## src/rtl/uart_rx_frame.sv

```systemverilog
// UART receive frame: synchroniser, start validation, mid-bit sampling, stop check.
// Optional parity bit and rx_parity_err port when UART_RX_PARITY_EN is defined.
module uart_rx_frame #(
    parameter int CLKS_PER_BIT = 234,
    parameter int DATA_BITS    = 8,
    parameter int STOP_BITS    = 1,
    parameter int PARITY_ODD   = 0
) (
    input  logic                 clk,
    input  logic                 rst,
    input  logic                 uart_rx,
    output logic [DATA_BITS-1:0] rx_data,
    output logic                 rx_valid,
    output logic                 rx_frame_err,
`ifdef UART_RX_PARITY_EN
    output logic                 rx_parity_err,
`endif
    output logic                 rx_busy
);

    localparam int HALF = CLKS_PER_BIT / 2;
    localparam int CW   = $clog2(CLKS_PER_BIT);

    localparam logic [CW-1:0] C_HALF = CW'(HALF - 1);
    localparam logic [CW-1:0] C_LAST = CW'(CLKS_PER_BIT - 1);
    localparam logic [3:0]    B_DLST = 4'(DATA_BITS - 1);
    localparam logic [3:0]    B_SLST = 4'(STOP_BITS - 1);

    if (CLKS_PER_BIT < 4) begin : g_chk_cpb
        $error("CLKS_PER_BIT must be >= 4");
    end
    if (DATA_BITS < 5 || DATA_BITS > 9) begin : g_chk_db
        $error("DATA_BITS must be 5..9");
    end
    if (STOP_BITS < 1 || STOP_BITS > 2) begin : g_chk_sb
        $error("STOP_BITS must be 1 or 2");
    end
    if (PARITY_ODD < 0 || PARITY_ODD > 1) begin : g_chk_po
        $error("PARITY_ODD must be 0 or 1");
    end

    typedef enum logic [2:0] {
        S_IDLE,
        S_START,
        S_DATA,
`ifdef UART_RX_PARITY_EN
        S_PARITY,
`endif
        S_STOP,
        S_WAIT
    } state_t;

    state_t               r_state;
    state_t               w_state_nxt;
    logic                 r_sync1;
    logic                 r_sync2;
    logic [CW-1:0]        r_cnt;
    logic [CW-1:0]        w_cnt_nxt;
    logic [3:0]           r_bit;
    logic [3:0]           w_bit_nxt;
    logic [DATA_BITS-1:0] r_shift;
    logic [DATA_BITS-1:0] w_shift_nxt;
    logic                 r_bad;
    logic                 w_bad_nxt;
    logic                 w_stop_bad;
    logic [DATA_BITS-1:0] r_data;
    logic [DATA_BITS-1:0] w_data_nxt;
    logic                 r_valid;
    logic                 w_valid_nxt;
    logic                 r_ferr;
    logic                 w_ferr_nxt;
    logic                 w_rs;
    logic                 w_wrap;
`ifdef UART_RX_PARITY_EN
    logic                 r_par;
    logic                 w_par_nxt;
    logic                 r_perr;
    logic                 w_perr_nxt;
    logic                 w_par_bad;
`endif

    assign w_rs   = r_sync2;
    assign w_wrap = (r_cnt == C_LAST);

`ifdef UART_RX_PARITY_EN
    assign w_par_bad     = r_par ^ 1'(PARITY_ODD);
    assign rx_parity_err = r_perr;
`endif

    always_comb begin
        w_state_nxt = r_state;
        w_cnt_nxt   = r_cnt;
        w_bit_nxt   = r_bit;
        w_shift_nxt = r_shift;
        w_bad_nxt   = r_bad;
        w_data_nxt  = r_data;
        w_valid_nxt = 1'b0;
        w_ferr_nxt  = 1'b0;
        w_stop_bad  = 1'b0;
`ifdef UART_RX_PARITY_EN
        w_par_nxt   = r_par;
        w_perr_nxt  = 1'b0;
`endif
        unique case (r_state)
            S_IDLE: begin
                w_cnt_nxt = '0;
                if (!w_rs) begin
                    w_state_nxt = S_START;
                end
            end
            S_START: begin
                if (r_cnt == C_HALF) begin
                    w_cnt_nxt = '0;
                    w_bit_nxt = '0;
                    w_state_nxt = w_rs ? S_IDLE : S_DATA;
`ifdef UART_RX_PARITY_EN
                    w_par_nxt = 1'b0;
`endif
                end else begin
                    w_cnt_nxt = r_cnt + CW'(1);
                end
            end
            S_DATA: begin
                if (w_wrap) begin
                    w_cnt_nxt   = '0;
                    w_shift_nxt = {w_rs, r_shift[DATA_BITS-1:1]};
`ifdef UART_RX_PARITY_EN
                    w_par_nxt   = r_par ^ w_rs;
`endif
                    if (r_bit == B_DLST) begin
                        w_bit_nxt = '0;
                        w_bad_nxt = 1'b0;
`ifdef UART_RX_PARITY_EN
                        w_state_nxt = S_PARITY;
`else
                        w_state_nxt = S_STOP;
`endif
                    end else begin
                        w_bit_nxt = r_bit + 4'd1;
                    end
                end else begin
                    w_cnt_nxt = r_cnt + CW'(1);
                end
            end
`ifdef UART_RX_PARITY_EN
            S_PARITY: begin
                if (w_wrap) begin
                    w_cnt_nxt   = '0;
                    w_par_nxt   = r_par ^ w_rs;
                    w_state_nxt = S_STOP;
                end else begin
                    w_cnt_nxt = r_cnt + CW'(1);
                end
            end
`endif
            S_STOP: begin
                w_stop_bad = r_bad | ~w_rs;
                if (w_wrap) begin
                    w_cnt_nxt = '0;
                    w_bad_nxt = w_stop_bad;
                    if (r_bit != B_SLST) begin
                        w_bit_nxt = r_bit + 4'd1;
                    end else if (w_stop_bad) begin
                        // Line may be held low (break); wait for idle before re-arming
                        w_ferr_nxt  = 1'b1;
                        w_state_nxt = S_WAIT;
                    end
`ifdef UART_RX_PARITY_EN
                    else if (w_par_bad) begin
                        w_perr_nxt  = 1'b1;
                        w_state_nxt = S_IDLE;
                    end
`endif
                    else begin
                        w_valid_nxt = 1'b1;
                        w_data_nxt  = r_shift;
                        w_state_nxt = S_IDLE;
                    end
                end else begin
                    w_cnt_nxt = r_cnt + CW'(1);
                end
            end
            S_WAIT: begin
                w_cnt_nxt = '0;
                if (w_rs) begin
                    w_state_nxt = S_IDLE;
                end
            end
            default: begin
                w_state_nxt = S_IDLE;
                w_cnt_nxt   = '0;
            end
        endcase
    end

    always_ff @(posedge clk) begin
        if (rst) begin
            r_sync1 <= 1'b1;
            r_sync2 <= 1'b1;
            r_state <= S_IDLE;
            r_cnt   <= '0;
            r_bit   <= '0;
            r_shift <= '0;
            r_bad   <= 1'b0;
            r_data  <= '0;
            r_valid <= 1'b0;
            r_ferr  <= 1'b0;
`ifdef UART_RX_PARITY_EN
            r_par   <= 1'b0;
            r_perr  <= 1'b0;
`endif
        end else begin
            r_sync1 <= uart_rx;
            r_sync2 <= r_sync1;
            r_state <= w_state_nxt;
            r_cnt   <= w_cnt_nxt;
            r_bit   <= w_bit_nxt;
            r_shift <= w_shift_nxt;
            r_bad   <= w_bad_nxt;
            r_data  <= w_data_nxt;
            r_valid <= w_valid_nxt;
            r_ferr  <= w_ferr_nxt;
`ifdef UART_RX_PARITY_EN
            r_par   <= w_par_nxt;
            r_perr  <= w_perr_nxt;
`endif
        end
    end

    assign rx_data      = r_data;
    assign rx_valid     = r_valid;
    assign rx_frame_err = r_ferr;
    assign rx_busy      = (r_state != S_IDLE);

endmodule

```

## config.mk

```make
export PLATFORM = sky130hd
export DESIGN_NAME = uart_rx_frame
export DESIGN_NICKNAME = d
export VERILOG_FILES = /design/src/rtl/uart_rx_frame.sv
export SDC_FILE = /design/constraint.sdc
export NUM_CORES = 1
export LEC_CHECK = 0
export ABC_CLOCK_PERIOD_IN_PS = 2400
export CORE_MARGIN = 3
export CORE_UTILIZATION = 50
export CTS_BUF_LIST = sky130_fd_sc_hd__clkbuf_2
export CTS_CLUSTER_DIAMETER = 40
export DETAILED_ROUTE_END_ITERATION = 12
export GPL_TIMING_DRIVEN = 1
export PLACE_DENSITY = 0.74
export SLEW_MARGIN = 20
export SYNTH_ARGS = -nofsm -noshare
export SYNTH_HDL_FRONTEND = slang
export SYNTH_SLANG_ARGS = --single-unit
export TNS_END_PERCENT = 10
```

## constraint.sdc

```tcl
create_clock -name clk -period 2.4 [get_ports clk]
set_clock_uncertainty 0.05 [all_clocks]
set_input_delay 0.48 -clock clk [delete_from_list [all_inputs] [get_ports clk]]
set_output_delay 0.48 -clock clk [all_outputs]
set_load 0.02 [all_outputs]
```

## Yosys cells after proc, flatten, opt, wreduce, memory -nomap -nowiden

Cells that the tools add are included.

- Logic and storage cells: 70
- Bits in registers: 36
- Bits of input ports: 3
- Output and inout bits: 11

- Add/sub/neg operators: 2
- Eq/ne operators: 15
- Mux-type cells: 25
- Bitwise operators: 6
- Reductions and logical operators: 12

Operator list:

| kind | number |
|---|---|
| 2-to-1 mux 3 bit | 8 |
| 2-to-1 mux 4 bit | 5 |
| 2-to-1 mux 8 bit | 2 |
| != test 2 bit (second input constant) | 8 |
| case mux 8 bit (2 select lines) | 1 |
| case mux 3 bit (5 select lines) | 1 |
| case mux 4 bit (3 select lines) | 1 |
| adder 8 x 1 -> 8 bit (second input constant) | 1 |
| == test 8 x 7 -> 1 bit (second input constant) | 1 |
| == test 8 bit (second input constant) | 1 |
| AND reduction 4 bit | 2 |
| AND reduction 7 bit | 1 |
| == test 3 x 2 -> 1 bit (second input constant) | 2 |
| nonzero test 3 bit | 2 |
| 2-to-1 mux 1 bit | 5 |
| NOT 1 bit | 5 |
| AND reduction 5 bit | 1 |
| adder 4 x 1 -> 4 bit (second input constant) | 1 |
| == test 4 x 3 -> 1 bit (second input constant) | 1 |
| nonzero test 4 bit | 1 |
| OR reduction 4 bit | 1 |
| == test 3 x 1 -> 1 bit (second input constant) | 1 |
| == test 3 bit (second input constant) | 1 |
| zero test 3 bit | 1 |
| 6 further kinds | 6 |

## Depth between registers and ports, before layout

Gate-level depths: netlist (run 1).

- Depth after elaboration: 6
- Depth in mapped cells: 8
- Depth with buffers taken out: 7

## Worst setup path before layout (run 1)

No wires, ideal clock.

- Path kind: register to register
- Start: reg r_cnt[0]
- End: reg r_data[0], in the netlist rx_data[0]
- Clock period less this slack: 1.719 ns
- Setup time: 0.128 ns
- Setup slack: 0.681 ns
- Arrival: 1.542 ns
- Cell stages (with the launch flop): 8
- Data required time: 2.222 ns
- Cell sequence: dfxtp_1 ha_1 and2_1 nand4_1 nor4b_2 buf_4 mux2i_1 nor2_1

- Word-level cells in the longest chain between the ends: 2

Ends and longest elaborated chain:

| what | RTL line | RTL |
|---|---|---|
| start: declaration | 57 | `logic [CW-1:0] r_cnt;` |
| start signal: assignment | 216 | `r_cnt <= w_cnt_nxt;` |
| == test 8 bit | 83 | `assign w_wrap = (r_cnt == C_LAST);` |
| AND reduction 4 bit (no line) | -- |  |
| end signal: assignment | 220 | `r_data <= w_data_nxt;` |
| end: declaration | 66 | `logic [DATA_BITS-1:0] r_data;` |

Every way passes these cells.
A chain may end at the register's enable or synchronous reset.

## Worst setup path after layout (run 1)

- Start: reg r_state[2]
- End: out rx_busy

- Word-level cells in the longest chain between the ends: 1

Ends and longest elaborated chain:

| what | RTL line | RTL |
|---|---|---|
| start: declaration | 53 | `state_t r_state;` |
| start signal: assignment | 215 | `r_state <= w_state_nxt;` |
| nonzero test 3 bit | 233 | `assign rx_busy = (r_state != S_IDLE);` |
| end: declaration | 18 | `output logic rx_busy` |

Every way passes these cells.

==> results of run 1 <==
metal layers:
layer | GRT usage (%) | wire (um) | vias to the layer above
met4 | 7.46 | 44 | 0
li1 | - | - | 601
met1 | 19.2 | 1320 | 537
met2 | 23.8 | 1130 | 26
met5 | 0 | 0 | -
met3 | 4.14 | 114 | 6
worst max-delay path, stage by stage, from the launching register on:
cell and delay, ns:
sky130_fd_sc_hd__dfxtp_1 0.43, sky130_fd_sc_hd__or3_1 0.40, sky130_fd_sc_hd__clkdlybuf4s50_1 0.55
cell usage after synthesis (2+ instances only):
cell type,number
sky130_fd_sc_hd__a21oi_1,5
sky130_fd_sc_hd__and2_1,2
sky130_fd_sc_hd__and3_1,2
sky130_fd_sc_hd__and4bb_1,2
sky130_fd_sc_hd__buf_2,2
sky130_fd_sc_hd__clkbuf_1,4
sky130_fd_sc_hd__dfxtp_1,36
sky130_fd_sc_hd__ha_1,5
sky130_fd_sc_hd__inv_1,6
sky130_fd_sc_hd__mux2i_1,20
sky130_fd_sc_hd__nand2_1,3
sky130_fd_sc_hd__nand2b_1,4
sky130_fd_sc_hd__nand3_1,9
sky130_fd_sc_hd__nor2_1,35
sky130_fd_sc_hd__nor2b_1,3
sky130_fd_sc_hd__o21ai_0,2
sky130_fd_sc_hd__or2_2,2
sky130_fd_sc_hd__or3_1,2
sky130_fd_sc_hd__xnor2_1,3
sky130_fd_sc_hd__xor2_1,3
metrics by stage:
stage	utilization [%]	setup WS (ns)	power [mW]	std cells
floorplan	-	0.681	0.791	168
global placement	60.3	0.508	0.815	218
detailed placement	60.3	0.454	0.819	218
CTS	62.6	0.105	1.20	226
global route	62.6	0.0472	1.25	226
finish	62.6	0.110	1.19	226
power groups by stage:
stage | Clock [mW] | Combinational (mW) | Sequential [mW]
5_1_grt | 0.416 | 0.185 | 0.644
4_1_cts | 0.388 | 0.169 | 0.639
6_report | 0.379 | 0.167 | 0.640
2_1_floorplan | 0 | 0.157 | 0.634
3_5_place_dp | 0 | 0.168 | 0.652
3_3_place_gp | 0 | 0.164 | 0.651
cell usage in the layout, fill, tap and decap left out, drive strengths merged, types with 3 or more instances in the layout:
| cell type | n |
|---|---|
| clkdlybuf4s50 | 13 |
| nor2 | 36 |
| nand2 | 3 |
| mux2i | 20 |
| xor2 | 3 |
| inv | 6 |
| nand2b | 4 |
| nand3 | 9 |
| dfxtp | 36 |
| nor2b | 3 |
| ha | 5 |
| a21oi | 5 |
| xnor2 | 3 |
| clkbuf | 6 |
| buf | 3 |
| and4bb | 3 |
state kept, by name, indices dropped and copies added (netlist names):
register / count
r_cnt: 8
r_shift: 8
rx_data: 8
r_bit: 4
r_state: 3
r_bad: 1
r_sync1: 1
r_sync2: 1
rx_frame_err: 1
rx_valid: 1
cell families (layout without fill, tap and decap cells):
group,count (synthesis),in the layout,share of synthesized area (%)
fa+ha+maj,5,5,3.97
mux,20,20,12.7
flops,36,36,45.8
compound gates,14,14,5.64
simple gates,73,73,24.3
buf+inv,14,30,4.21
xor+xnor,6,6,3.34
layout make-up:
| class | instances | area share (%) |
|---|---|---|
| clock buffer | 6 | 1.67 |
| clock inverter | 2 | 1.95 |
| inverter | 6 | 1.25 |
| multi-input combinational | 118 | 43.7 |
| sequential | 36 | 40.0 |
| tap | 42 | 2.92 |
| timing repair buffer | 16 | 8.48 |
worst paths after layout:
check                                 from         end  slack, ns  cells after the start
worst min-delay path               r_sync1     r_sync2       0.39                      1
worst min register to register     r_sync1     r_sync2       0.39                      1
worst max-delay path            r_state[2]     rx_busy       0.11                      2
worst max register to register  r_state[0]  r_state[1]       0.45                      5
==> metrics.log, run 1 <==
INFO  metric outcome = finished, final reports clean
INFO  metric remaining_drc_errors = 0
INFO  metric critical_path.startpoint_type = register
INFO  metric period_minus_slack = 2.29 ns
INFO  metric synth.largest_area_cell = sky130_fd_sc_hd__dfxtp_1
INFO  metric leakage = between 0.6 and 0.7 nW
INFO  metric routed-via-count = 1170
INFO  metric drive_above_1_share = 8.70%
INFO  metric clock_power_share = 31.9%
INFO  metric clkLatencyLatePin = 0.39 ns
INFO  metric comb_power_share = 14.1%
INFO  metric timing.critical_path.to_type = primary output
INFO  metric final_net_count = 191
INFO  metric ioPinCount = 14
INFO  metric power.ir.vdd_worst = roughly 0.00045 V
INFO  metric insertedDiodeCount = 0
INFO  metric avgRoutedWirePerCell = roughly 12 um
INFO  metric critPathKind = reg2out
INFO  metric synthDistinctLibCells = 38
INFO  metric fmax = 0.437 GHz
INFO  metric post_cts_resized = 0
INFO  metric rsz_0062_raised_after_global_routing = no
INFO  metric cts_root_buf = sky130_fd_sc_hd__clkbuf_2
INFO  metric cap_viol_max_count = 0
INFO  metric clk_pin_slew_worst_paths = 0.18 ns
INFO  metric floorplan.die.height = about 62 um
INFO  metric total_routed_wirelength = 2.62 mm
INFO  metric design.die.area = 3860 sq um
INFO  metric syn-cell-area = 1570 sq um
INFO  metric ys_seq_area_share = 45.8%
INFO  metric route.antenna.remaining_nets = 0
INFO  metric drt_first_iter_violations = 42
INFO  metric timing.final.max_slew_violations = 0
INFO  metric crit_fanout = 10
INFO  metric num_rows = 19
INFO  metric netSwitchingFraction = 26.1%
INFO  metric fin_crit_sh = 95.4%
INFO  metric h_tree_lvls = 2
INFO  metric synth_enable_flop_cells = 0
INFO  metric flow.area_growth_from_synthesis = 14.4%
INFO  metric viasPerCell = 5.18
INFO  metric power.internal = 0.876 mW
INFO  metric path_category_of_the_worst_min_delay_check = reg2reg
INFO  metric share_of_power_burned_in_registers = 53.9%
INFO  metric grt_pass1_vias = 1097
INFO  metric post_cts_buffers = 0
INFO  metric portBuffers = 13
INFO  metric area_of_the_multi_input_gates = 787 sq um
INFO  metric tns = 0 ns
INFO  metric report.final.hold_viol_count = 0
INFO  metric antenna_violations_before_repair = 0
INFO  metric synth_fp_nets = 176
INFO  metric layout.filler_cells = 239
INFO  metric cts-hold-fix-buffers = 0
INFO  metric grt_max_degree = 18
INFO  metric placeableCoreArea = 2880 sq um
INFO  metric worst_pin_slew = ~0.55 ns
INFO  metric final_cell_area = 1800 sq um
INFO  metric final_setup_violating_endpoints = 0
INFO  metric power.density = 659 nW/um^2
INFO  metric crit_required = 1.87 ns
INFO  metric cts_buffer_depth = 2
INFO  metric share_of_the_synthesized_area_in_the_top_cell_type = a little under half
INFO  metric gr-usage-all-layers = 15.2%
INFO  metric synth.avg_cell_area = 9.37 sq um
INFO  metric synthCells = 168
INFO  metric placed_cell_area = 1740 sq um
INFO  metric power.net_switching = between 0.3 and 0.4 mW
INFO  metric maxSlewHeadroom = 63.6%
INFO  metric asyncSetResetFlopFracSynth = 0%
INFO  metric grt_first_pass_wirelength = between 4 and 5 mm
INFO  metric seq_area = 721 sq um
INFO  metric dp.final_hpwl = around 1.9 mm
INFO  metric tritoncts_clock_tree = built
INFO  metric starting_utilization_of_the_core_area = 54.7%
INFO  metric timing.critical_path.arrival = 1.76 ns
INFO  metric cts_buffers = 5
INFO  metric hold_slack = 0.391 ns
INFO  metric firstDrtPassIters = 4
INFO  metric global_route.overflow_total = 0
INFO  metric synth_seq_cells = 36
INFO  metric dominantRegCellSynth = sky130_fd_sc_hd__dfxtp_1
INFO  metric floorplan.die.width = a little over 60 um
INFO  metric warnings_from_yosys = 0
INFO  metric gp_congestion = 0.799
INFO  metric cts.sinks = 36
INFO  metric post_synth_main_area_contributors = sky130_fd_sc_hd__dfxtp_1 (46%), sky130_fd_sc_hd__mux2i_1 (13%), sky130_fd_sc_hd__nor2_1 (8.3%), sky130_fd_sc_hd__ha_1 (4.0%), sky130_fd_sc_hd__nand3_1 (2.9%)
Power figures use the tool's default switching activity.
==> run 2: changes to the inputs <==
--- a/config.mk
+++ b/config.mk
@@ -9,7 +9,6 @@
 export CORE_MARGIN = 3
 export CORE_UTILIZATION = 50
 export CTS_BUF_LIST = sky130_fd_sc_hd__clkbuf_2
-export CTS_CLUSTER_DIAMETER = 40
 export DETAILED_ROUTE_END_ITERATION = 12
 export GPL_TIMING_DRIVEN = 1
 export PLACE_DENSITY = 0.74
==> results of run 2 <==
Final layout, timing and power as in run 1 (identical DEF).
==> run 3: changes to the inputs <==
--- a/config.mk
+++ b/config.mk
@@ -5,6 +5,7 @@
 export SDC_FILE = /design/constraint.sdc
 export NUM_CORES = 1
 export LEC_CHECK = 0
+export ABC_AREA = 0
 export ABC_CLOCK_PERIOD_IN_PS = 2400
 export CORE_MARGIN = 3
 export CORE_UTILIZATION = 50
==> results of run 3 <==
Final layout, timing and power as in run 1 (identical DEF).
